==> src/rtl/hazard_ctrl_pkg.sv <==
// Shared definitions for the pipeline hazard controller and its helpers.
package hazard_ctrl_pkg;

  localparam int REG_ADDR_W = 5;

  // Canonical NOP (addi x0, x0, 0) loaded by the pipeline registers on flush.
  localparam logic [31:0] NOP = 32'h0000_0013;

  typedef enum logic [1:0] {
    ST_RUN      = 2'd0,
    ST_MD_WAIT  = 2'd1,
    ST_MEM_WAIT = 2'd2
  } state_t;

endpackage

==> src/rtl/hazard_ctrl_lu_detect.sv <==
// Load-use comparator: an ID source register matches the destination of a load in EX.
module lu_detect #(
  parameter int REG_ADDR_W = 5
) (
  input  logic [REG_ADDR_W-1:0] rs1,
  input  logic [REG_ADDR_W-1:0] rs2,
  input  logic                  use_rs1,
  input  logic                  use_rs2,
  input  logic                  mem_read,
  input  logic [REG_ADDR_W-1:0] rd,
  output logic                  lu
);

  // x0 is hard-wired to zero, so a load targeting it never creates a hazard.
  assign lu = mem_read && (rd != '0) &&
              ((use_rs1 && (rs1 == rd)) || (use_rs2 && (rs2 == rd)));

endmodule

==> src/rtl/hazard_ctrl.sv <==
// Pipeline sequencing controller: stall/flush enables for PC, IF_ID, ID_EX and EX_MEM.
module hazard_ctrl #(
  parameter int REG_ADDR_W = hazard_ctrl_pkg::REG_ADDR_W,
  parameter int MD_MAX_CYC = 64,
  parameter int CNT_W      = 32
) (
  input  logic                  clk,
  input  logic                  rst,
  input  logic [REG_ADDR_W-1:0] ID_Rs1,
  input  logic [REG_ADDR_W-1:0] ID_Rs2,
  input  logic                  ID_Use_Rs1,
  input  logic                  ID_Use_Rs2,
  input  logic                  EX_MemRead,
  input  logic [REG_ADDR_W-1:0] EX_Rd,
  input  logic                  EX_Mispredict,
  input  logic                  EX_MD_Start,
  input  logic                  MD_Done,
  input  logic                  MEM_Stall_Req,
  output logic                  PC_w,
  output logic                  IF_ID_w,
  output logic                  IF_ID_Flush,
  output logic                  ID_EX_w,
  output logic                  ID_EX_Flush,
  output logic                  EX_MEM_w,
  output logic                  EX_MEM_Bubble,
  output logic                  MD_Timeout,
  output logic [CNT_W-1:0]      Stall_Cnt
);

  import hazard_ctrl_pkg::*;

  localparam int                   MD_CNT_W = $clog2(MD_MAX_CYC);
  localparam logic [MD_CNT_W-1:0]  MD_LAST  = MD_CNT_W'(MD_MAX_CYC - 1);

  state_t              st, st_nxt;
  logic [MD_CNT_W-1:0] md_cnt, md_cnt_nxt;
  logic                pend_flush, pend_flush_nxt;
  logic                timeout_set;
  logic                lu;

  lu_detect #(.REG_ADDR_W(REG_ADDR_W)) u_lu_detect (
    .rs1      (ID_Rs1),
    .rs2      (ID_Rs2),
    .use_rs1  (ID_Use_Rs1),
    .use_rs2  (ID_Use_Rs2),
    .mem_read (EX_MemRead),
    .rd       (EX_Rd),
    .lu       (lu)
  );

  always_comb begin
    // NOTE: every signal gets a default here so no path through the case infers a latch.
    PC_w           = 1'b1;
    IF_ID_w        = 1'b1;
    IF_ID_Flush    = 1'b0;
    ID_EX_w        = 1'b1;
    ID_EX_Flush    = 1'b0;
    EX_MEM_w       = 1'b1;
    EX_MEM_Bubble  = 1'b0;
    st_nxt         = st;
    md_cnt_nxt     = md_cnt;
    pend_flush_nxt = pend_flush;
    timeout_set    = 1'b0;

    if (rst) begin
      PC_w     = 1'b0;
      IF_ID_w  = 1'b0;
      ID_EX_w  = 1'b0;
      EX_MEM_w = 1'b0;
    end else begin
      unique case (st)
        ST_RUN: begin
          if (MEM_Stall_Req) begin
            PC_w           = 1'b0;
            IF_ID_w        = 1'b0;
            ID_EX_w        = 1'b0;
            EX_MEM_w       = 1'b0;
            st_nxt         = ST_MEM_WAIT;
            pend_flush_nxt = pend_flush | EX_Mispredict;
          end else if (EX_Mispredict || pend_flush) begin
            IF_ID_Flush    = 1'b1;
            ID_EX_Flush    = 1'b1;
            pend_flush_nxt = 1'b0;
          end else if (EX_MD_Start) begin
            PC_w          = 1'b0;
            IF_ID_w       = 1'b0;
            ID_EX_w       = 1'b0;
            EX_MEM_Bubble = 1'b1;
            st_nxt        = ST_MD_WAIT;
            md_cnt_nxt    = MD_CNT_W'(1);
          end else if (lu) begin
            PC_w        = 1'b0;
            IF_ID_w     = 1'b0;
            ID_EX_Flush = 1'b1;
          end
        end

        ST_MD_WAIT: begin
          if (MEM_Stall_Req) begin
            // Memory stall outranks release; the counter saturates at the limit so the
            // watchdog still fires once memory frees up.
            PC_w          = 1'b0;
            IF_ID_w       = 1'b0;
            ID_EX_w       = 1'b0;
            EX_MEM_w      = 1'b0;
            EX_MEM_Bubble = 1'b1;
            if (md_cnt != MD_LAST) md_cnt_nxt = md_cnt + 1'b1;
          end else if (MD_Done || (md_cnt == MD_LAST)) begin
            timeout_set = !MD_Done;
            st_nxt      = ST_RUN;
            md_cnt_nxt  = '0;
          end else begin
            PC_w          = 1'b0;
            IF_ID_w       = 1'b0;
            ID_EX_w       = 1'b0;
            EX_MEM_Bubble = 1'b1;
            md_cnt_nxt    = md_cnt + 1'b1;
          end
        end

        ST_MEM_WAIT: begin
          PC_w     = 1'b0;
          IF_ID_w  = 1'b0;
          ID_EX_w  = 1'b0;
          EX_MEM_w = 1'b0;
          if (!MEM_Stall_Req) st_nxt = ST_RUN;
        end

        default: st_nxt = ST_RUN;
      endcase
    end
  end

  // NOTE: sequential state uses non-blocking assignments so every register samples pre-edge values.
  always_ff @(posedge clk) begin
    if (rst) begin
      st         <= ST_RUN;
      md_cnt     <= '0;
      pend_flush <= 1'b0;
      MD_Timeout <= 1'b0;
      Stall_Cnt  <= '0;
    end else begin
      st         <= st_nxt;
      md_cnt     <= md_cnt_nxt;
      pend_flush <= pend_flush_nxt;
      if (timeout_set) MD_Timeout <= 1'b1;
      if (!PC_w && (Stall_Cnt != {CNT_W{1'b1}})) Stall_Cnt <= Stall_Cnt + 1'b1;
    end
  end

endmodule
==> config.mk <==
export PLATFORM = sky130hd
export DESIGN_NAME = hazard_ctrl
export DESIGN_NICKNAME = d
export VERILOG_FILES = /design/src/rtl/hazard_ctrl_pkg.sv /design/src/rtl/hazard_ctrl_lu_detect.sv /design/src/rtl/hazard_ctrl.sv
export SDC_FILE = /design/constraint.sdc
export NUM_CORES = 1
export LEC_CHECK = 0
export BUFFER_PORTS_ARGS = -buffer_cell sky130_fd_sc_hd__buf_2
export CORE_ASPECT_RATIO = 1.4
export CORE_MARGIN = 2
export CORE_UTILIZATION = 57
export DETAILED_ROUTE_END_ITERATION = 8
export GPL_TIMING_DRIVEN = 0
export HOLD_SLACK_MARGIN = 0.12
export PLACE_DENSITY = 0.89
export SYNTH_ARGS = -nofsm -noshare
export SYNTH_HDL_FRONTEND = slang
export SYNTH_SLANG_ARGS = --single-unit
export TNS_END_PERCENT = 30
==> constraint.sdc <==
create_clock -name clk -period 4 [get_ports clk]
set_input_delay 0.8 -clock clk [delete_from_list [all_inputs] [get_ports clk]]
set_output_delay 0.8 -clock clk [all_outputs]
set_load 0.03 [all_outputs]
After elaboration in Yosys (flattened, before gate mapping)
Index checks and enable logic that the tools add are counted.
{ "totals": {"ff_bits": 42, "inputBits": 24, "output_inout_bits": 40, "wordCells": 95} }
{ "op_classes": {"add_sub_neg": 2, "eq_ne": 16, "n_mux": 53, "bitwise": 1, "n_reduce_logical": 18} }
{ "ops": {"columns": ["cell", "count"], "rows": [
  ["$mux 6", 6],
  ["$mux 1", 35],
  ["$add 32x1->32 const B", 1],
  ["$ne 32x32->1 const B", 1],
  ["$mux 2", 6],
  ["$ne 2x2->1 const B", 6],
  ["$pmux 6 s2", 1],
  ["$eq 5x5->1", 2],
  ["$reduce_and 5->1", 2],
  ["$ne 3x3->1 const B", 3],
  ["$add 6x1->6 const B", 1],
  ["$eq 6x6->1 const B", 1],
  ["$ne 6x6->1 const B", 1],
  ["$pmux 1 s3", 2],
  ["$pmux 2 s3", 1],
  ["$logic_and 1x1->1", 5],
  ["$reduce_bool 5->1", 1],
  ["$pmux 1 s2", 2],
  ["$reduce_bool 2->1", 2],
  ["$logic_or 1x1->1", 3],
  ["$eq 2x1->1 const B", 1],
  ["$eq 2x2->1 const B", 1],
  ["$logic_not 1->1", 2],
  ["$logic_not 2->1", 1],
  ["3 further kinds", 3]
]} }

Longest topological paths before layout
Gate-level depths: netlist of the first run.
{ "depth": {"depth_word": 12, "depth_mapped": 10, "ltp_nobuf": 8} }

By module
From an unflattened synthesis of the first run, not the netlist that was laid out.
{ "hier_totals": {"cells_unflattened": 304, "hier_area_um2": 2527.4} }
{ "by_module_without_submodules": {"columns": ["module", "instances", "cells_each", "area_each_um2"], "rows": [
  ["hazard_ctrl", 1, 287, 2393.5],
  ["lu_detect", 1, 17, 133.9]
]} }

Worst setup path after synthesis of the first run
Ideal clock, no wire load.
{ "synth_timing": {"kind": "input port to output port", "startpoint": "in EX_Rd[0]", "endpoint": "out PC_w", "arrival_time_ns": 2.510, "required_ns": 3.200, "path_slack_ns": 0.690, "stages": 7, "n_path_buf": 3, "cell_sequence": "or4_1 > o21ai_2 > a211oi_2 > nor3_4 > buf_6 > buf_2 > buf_4"} }
{ "synth_between": {"elab_chain_len": 10, "elab_cells_between_ends": 14} }
{ "synth_lines": {"columns": ["element", "line_no", "rtl"], "rows": [
  ["start, declared", "hazard_ctrl.sv:14", "input logic [REG_ADDR_W-1:0] EX_Rd,"],
  ["$eq 5x5->1", "hazard_ctrl_lu_detect.sv:16", "((use_rs1 && (rs1 == rd)) || (use_rs2 && (rs2 == rd)));"],
  ["$logic_and 1x1->1", "hazard_ctrl_lu_detect.sv:16", null],
  ["$logic_or 1x1->1", "hazard_ctrl_lu_detect.sv:16", null],
  ["$logic_and 1x1->1 (*)", "hazard_ctrl_lu_detect.sv:15", "assign lu = mem_read && (rd != '0) &&"],
  ["$mux 1 (*) (4 in series)", null, null],
  ["$pmux 1 s3 (*)", null, null],
  ["$mux 1 (*)", null, null],
  ["end, declared", "hazard_ctrl.sv:19", "output logic PC_w,"]
]} }
Every way passes the cells marked *; elsewhere a longest branch is shown, timed or not.

Worst setup path after layout of the first run
{ "layout_timing": {"startpoint": "in EX_Rd[0]", "endpoint": "out PC_w"} }
{ "layout_between": {"elab_chain_len": 10, "elab_cells_between_ends": 14} }
{ "layout_lines": {"columns": ["element", "line_no", "rtl"], "rows": [
  ["$eq 5x5->1", "hazard_ctrl_lu_detect.sv:16", null],
  ["$logic_and 1x1->1", "hazard_ctrl_lu_detect.sv:16", null],
  ["$logic_or 1x1->1", "hazard_ctrl_lu_detect.sv:16", null],
  ["$logic_and 1x1->1 (*)", "hazard_ctrl_lu_detect.sv:15", null],
  ["$mux 1 (*)", "hazard_ctrl.sv:91", "end else if (lu) begin"],
  ["$mux 1 (*)", "hazard_ctrl.sv:84", "end else if (EX_MD_Start) begin"],
  ["$mux 1 (*)", "hazard_ctrl.sv:80", "end else if (EX_Mispredict || pend_flush) begin"],
  ["$mux 1 (*)", "hazard_ctrl.sv:73", "if (MEM_Stall_Req) begin"],
  ["$pmux 1 s3 (*)", "hazard_ctrl.sv:71", "unique case (st)"],
  ["$mux 1 (*)", "hazard_ctrl.sv:65", "if (rst) begin"]
]} }
Marks and branches as above.

==> results of run 1 <==
==> power by group through the flow <==
stage	clock network (mW)	logic (mW)	registers, mW
after floorplan	0	0.0745	0.444
after global placement	0	0.115	0.438
after detailed placement	0	0.119	0.438
after CTS	0.339	0.119	0.429
after global routing	0.359	0.130	0.430
final	0.339	0.119	0.429
==> path summary, 6_finish.rpt <==
path / slack, ps / depth (start not counted) / startpoint / to
worst max-delay path: 270 / 9 / EX_Rd[0] / PC_w
worst min-delay path: 480 / 2 / MD_Timeout / MD_Timeout
worst max register to register: 1400 / 10 / md_cnt[0] / Stall_Cnt[31]
worst min register to register: 480 / 2 / MD_Timeout / MD_Timeout
==> kinds of logic (layout without fill, tap and decap cells) <==
kind of cell	after synthesis	count (layout)	share of synthesized area, %
adder cells (fa/ha/maj)	2	2	0.993
AO/OA/AOI/OAI	63	63	16.1
buffers and inverters	26	95	6.41
XOR/XNOR	14	14	4.87
AND/OR/NAND/NOR	144	144	33.4
flip-flops	42	42	33.4
multiplexers	11	11	4.87
==> per-layer routing <==
layer	vias up	global-route usage [%]
met4	0	12.4
met3	18	7.17
li1	1276	-
met1	1265	30.4
met2	96	49.0
met5	-	0
==> area by class of cell <==
cell class,instances,area (um^2)
tap,60,75.1
multi-input combinational,234,1520
sequential,42,841
inverter,4,15.0
clock buffer,7,76.3
buffer,22,146
timing repair buffer,61,305
clock inverter,1,30.0
fill,366,1230
==> metrics by stage <==
stage,power (mW),utilization [%],area (um^2)
6_report,0.887,70.9,3010
5_1_grt,0.919,70.9,3010
4_1_cts,0.887,70.9,3010
2_1_floorplan,0.518,-,2520
3_3_place_gp,0.553,68.4,2900
3_5_place_dp,0.557,68.4,2900
==> critical path: stages <==
cell and delay (ps):
buf_2 120, or4_1 530, o21ai_2 170, a211oi_2 70, nor3_4 460, buf_6 210, buf_2 240, buf_4 140
buf_2 180
==> registers in the layout (all words and copies together), names as in the netlist <==
name / cells
pend_flush: 1
st: 2
Stall_Cnt: 32
md_cnt: 6
MD_Timeout: 1
==> placed cells by master, fill, tap and decap left out, types with 2 or more instances in the layout <==
cell	synthesis	final
nand3_1	15	15
o21ai_2	2	2
nor2_1	28	28
and4_1	4	4
or3_1	4	4
mux2_1	4	4
clkbuf_1	6	8
a21oi_1	26	26
or4_1	20	20
and3_1	7	7
mux2_2	6	6
buf_4	4	4
xor2_1	12	12
a211oi_1	2	2
nor4_1	7	7
inv_1	4	4
nand4_1	14	14
ha_1	2	2
o31ai_1	19	19
clkbuf_8	2	7
nand2_1	14	14
xnor2_1	2	2
buf_2	4	65
and2_1	4	4
o21ai_0	5	5
nor3_1	10	10
dfxtp_1	42	42
buf_6	3	3
a31oi_1	3	3
buf_1	2	2
nor2b_1	9	9
==> results.md, run 1 <==
* Vias per std cell at 6.16
* Max Cap Viol at 0
* # IOs at 64
* Max Used Layer: met4
* Synth-to-Final Area Change at 19.3%
* Die area at 4970 um^2
* Mean Syn Cell Area at 8.34 um^2
* Vias at 2655
* F_max at 0.268 GHz
* Sequential share of power at 48.3%
* Placed insts at 423
* Clock tree from TritonCTS: yes
* Netlist area before placement at 2520 um^2
* Required time of the critical path at 3200 ps
* Clock share of power at 38.2%
* Syn Nets at 328
* DRC errors left at 0
* Crit path launch type: input port
* Post-synthesis sequential area ratio at 33.4%
* Yosys cell types at 47
* Post-synth top area share at 33.4%
* Max Slew Vio Count at 0
* WL met1 at 2550 um
* Post-synth top flop: dfxtp_1
* Crit share post-route at 93.2%
* Post-synth EDFFs at 0
* Pre-CTS WS at 283 ps
* Worst hold-check path type: flop to flop
* Antenna cells at 0
* Max-slew headroom at 62.1%
* PwrDens at 295 nW/um^2
* Clock tree root driver cell: clkbuf_8
* Final setup TNS at 0 ps
* Gr usage total at 27.7%
* GRT overflow at 0
* Worst Slack Setup Final at 273 ps
* Routed wl met2 at 3450 um
* Post-Route WL at 6560 um
* Final setup violation count at 0
* Sw frac at 26.3%
* Hold Vio Cnt, Final at 0
* Largest area contributor in the netlist: dfxtp_1
* GP Congestion at 0.913
* Initial antenna violation count at 0
* Wirelength per Cell at 15.2 um
* Initial DRC Count at 139
* Routed wl met3 at 387 um
* Resized Gates After CTS at 0
* Die W at 60.2 um
* Vias in the first global route at 2430
* Setup crit end kind: primary output
* Top post-synthesis cells by area: dfxtp_1 (33%), or4_1 (6.0%), o31ai_1 (5.7%)
* Layout Skew at 13.1 ps
* Core ar. at 4240 um^2
* Most frequent cell after synthesis: dfxtp_1
* Clock slew at reported path FFs at 80 ps
* Crit-path max FO at 11
* Yosys warns at 0
* P_leak at 1.21 nW
* Vert. Die Dim at 82.7 um
* Finished Layout Cells at 431
* Initial Util at 59.4%
* Most common library cells after synthesis: dfxtp_1 (42), nor2_1 (28), a21oi_1 (26), or4_1 (20), o31ai_1 (19)
* Max Root-Sink Buffers at 2
* Worst EP arrival at 2930 ps
* Post-CTS setup buffer count at 0
* Fin crit period at 3730 ps
* Clk sinks at 42
* Syn Inst Count at 302
* Hold slack at 477 ps
* Outcome: finished clean
* IR drop worst, VDD at 0.236 mV
* Final #Nets at 396
* Hpwl dp at 4840 um
* Post-DRT Antenna Nets at 0
* Num CTS Buffers at 5
* Drt pass-1 iters at 5
* Worst Setup Path Type: input port to primary output
* Synth async-reset ratio at 0%
* Largest net degree at the start of global routing at 13
* Core Rows at 28
* First-pass GRT wire length at 10600 um
* RSZ-0062 raised after global routing: false
* Synth Register Bits at 42
* Internal cell power at 654 uW
* Switch Pwr at 233 uW
* Max H-tree Level at 2
* Input/output buffers at 61
* Comb pwr share at 13.4%
* Ratio of cells with drive above 1 in the final layout at 26.4%
* Clock Latency Late Sink at 310 ps
* Slew @ Worst Pin at 568 ps
* CTS Hold Buffers Added at 0
(Power assumes the default switching activity.)
==> run 2: changes to the inputs <==
Settings changed: CORE_UTILIZATION 57 to 53, PLACE_DENSITY 0.89 to 0.84.
Clock period 4 ns to 3.93 ns, I/O delays scaled along.
==> run 2 against run 1 <==
Combinational power barely moved. Clock power rose by 4%. Register-to-register slack got worse by 160 ps. Core utilization fell by 4.9 points. Wire length fell by 0.75%. Setup slack got worse by 98 ps. Power rose by 2.5%. First-iteration DRC count rose by 91%. Die area rose by 7.1%. Clock skew fell by 4.7 ps. Non-clock buffer count did not move.
==> results.md, run 2 (same netlist as run 1, synthesis figures left out) <==
* Gr usage total at 25.0%
* Largest net degree at the start of global routing at 15
* Layout Skew at 8.33 ps
* Vert. Die Dim at 85.6 um
* Final setup violation count at 0
* Resized Gates After CTS at 0
* Max Cap Viol at 0
* IR drop worst, VDD at 0.197 mV
* Vias at 2602
* Hpwl dp at 4880 um
* Fin crit period at 3750 ps
* Biggest regs: Stall_Cnt: 32 flops, md_cnt: 6 flops, st: 2 flops
* Drt pass-1 iters at 4
* Worst EP arrival at 2970 ps
* Setup crit end kind: primary output
* Placed insts at 425
* Finished Layout Cells at 433
* Antenna cells at 0
* Hold Vio Cnt, Final at 0
* Crit share post-route at 95.5%
* Clock tree root driver cell: clkbuf_8
* Slew @ Worst Pin at 555 ps
* PwrDens at 302 nW/um^2
* Worst Slack Setup Final at 175 ps
* Most common cell after layout, fill and taps aside: buf_2
* Num CTS Buffers at 5
* Final core area utilization at 66.0%
* Max Root-Sink Buffers at 2
* Vias per std cell at 6.01
* Core ar. at 4570 um^2
* CTS Hold Buffers Added at 0
* Max H-tree Level at 2
* Post-layout power at 909 uW
* Die W at 62.3 um
* First-pass GRT wire length at 10800 um
* # IOs at 64
* Wirelength per Cell at 15.0 um
* F_max at 0.266 GHz
* RSZ-0062 raised after global routing: false
* Highest-count cells in the layout ignoring fill and taps: buf_2 (65), dfxtp_1 (42), nor2_1 (28)
* Worst Setup Path Type: input port to primary output
* Crit-path max FO at 11
* Worst hold-check path type: flop to flop
* Final #Nets at 396
* Initial DRC Count at 266
* Hold slack at 491 ps
* P_leak at 1.21 nW
* Clk sinks at 42
* Final setup TNS at 0 ps
* Post-CTS setup buffer count at 0
* GP Congestion at 0.868
* Initial Util at 55.1%
* Pre-CTS WS at 188 ps
* Largest register FFs at 32
* Top reg by flops: Stall_Cnt
* GRT overflow at 0
* Post-DRT Antenna Nets at 0
* Max-slew headroom at 63.0%
* Outcome: finished clean
* DRC errors left at 0
* Die area at 5330 um^2
* Synth-to-Final Area Change at 19.7%
* Clock Latency Late Sink at 310 ps
* Crit path launch type: input port
* Input/output buffers at 61
* Initial antenna violation count at 0
* Required time of the critical path at 3140 ps
* Clock tree from TritonCTS: yes
* Core Rows at 29
* Post-route cell area at 3020 um^2
* Post-Route WL at 6510 um
* Ratio of cells with drive above 1 in the final layout at 27.0%
* Max Slew Vio Count at 0
* Vias in the first global route at 2404
* Placed cell area at 2900 um^2
* Clock slew at reported path FFs at 90 ps
run 2: final timing paths:
check	slack (ps)	endpoint	from	cells after the start
setup reg to reg	1240	Stall_Cnt[18]	md_cnt[0]	9
setup / recovery	180	PC_w	EX_Rd[0]	9
hold reg to reg	490	MD_Timeout	MD_Timeout	2
hold / removal	490	MD_Timeout	MD_Timeout	2
run 2: critical path, cell delays in order:
cell,delay [ps]
buf_2,120
or4_1,570
o21ai_2,180
a211oi_2,70
nor3_4,460
buf_6,210
buf_2,250
buf_4,140
buf_2,180
run 2: area by class of cell:
class	count	area [um^2]
fillers	422	1560
multi-input cells	234	1520
flip-flops and latches	42	841
repair buffers	61	305
plain buffers	22	146
well taps	62	77.6
clock buffers	5	68.8
clock inverters	3	45.0
inverters	4	15.0
run 2: report_power, final:
group          switching, mW  leakage [nW]  internal, mW  total (mW)
clock                  0.163        0.0504         0.189       0.352
sequential           0.00566         0.339         0.431       0.437
combinational         0.0764         0.821        0.0446       0.121
total                  0.245          1.21         0.665       0.909
run 2: routing by layer:
metal / vias up / wire length [um] / global-route usage, %
met5: - / 0 / 0
met3: 9 / 423 / 5.38
met1: 1214 / 2580 / 27.7
li1: 1278 / - / -
met2: 101 / 3400 / 46.2
met4: 0 / 111 / 10.3
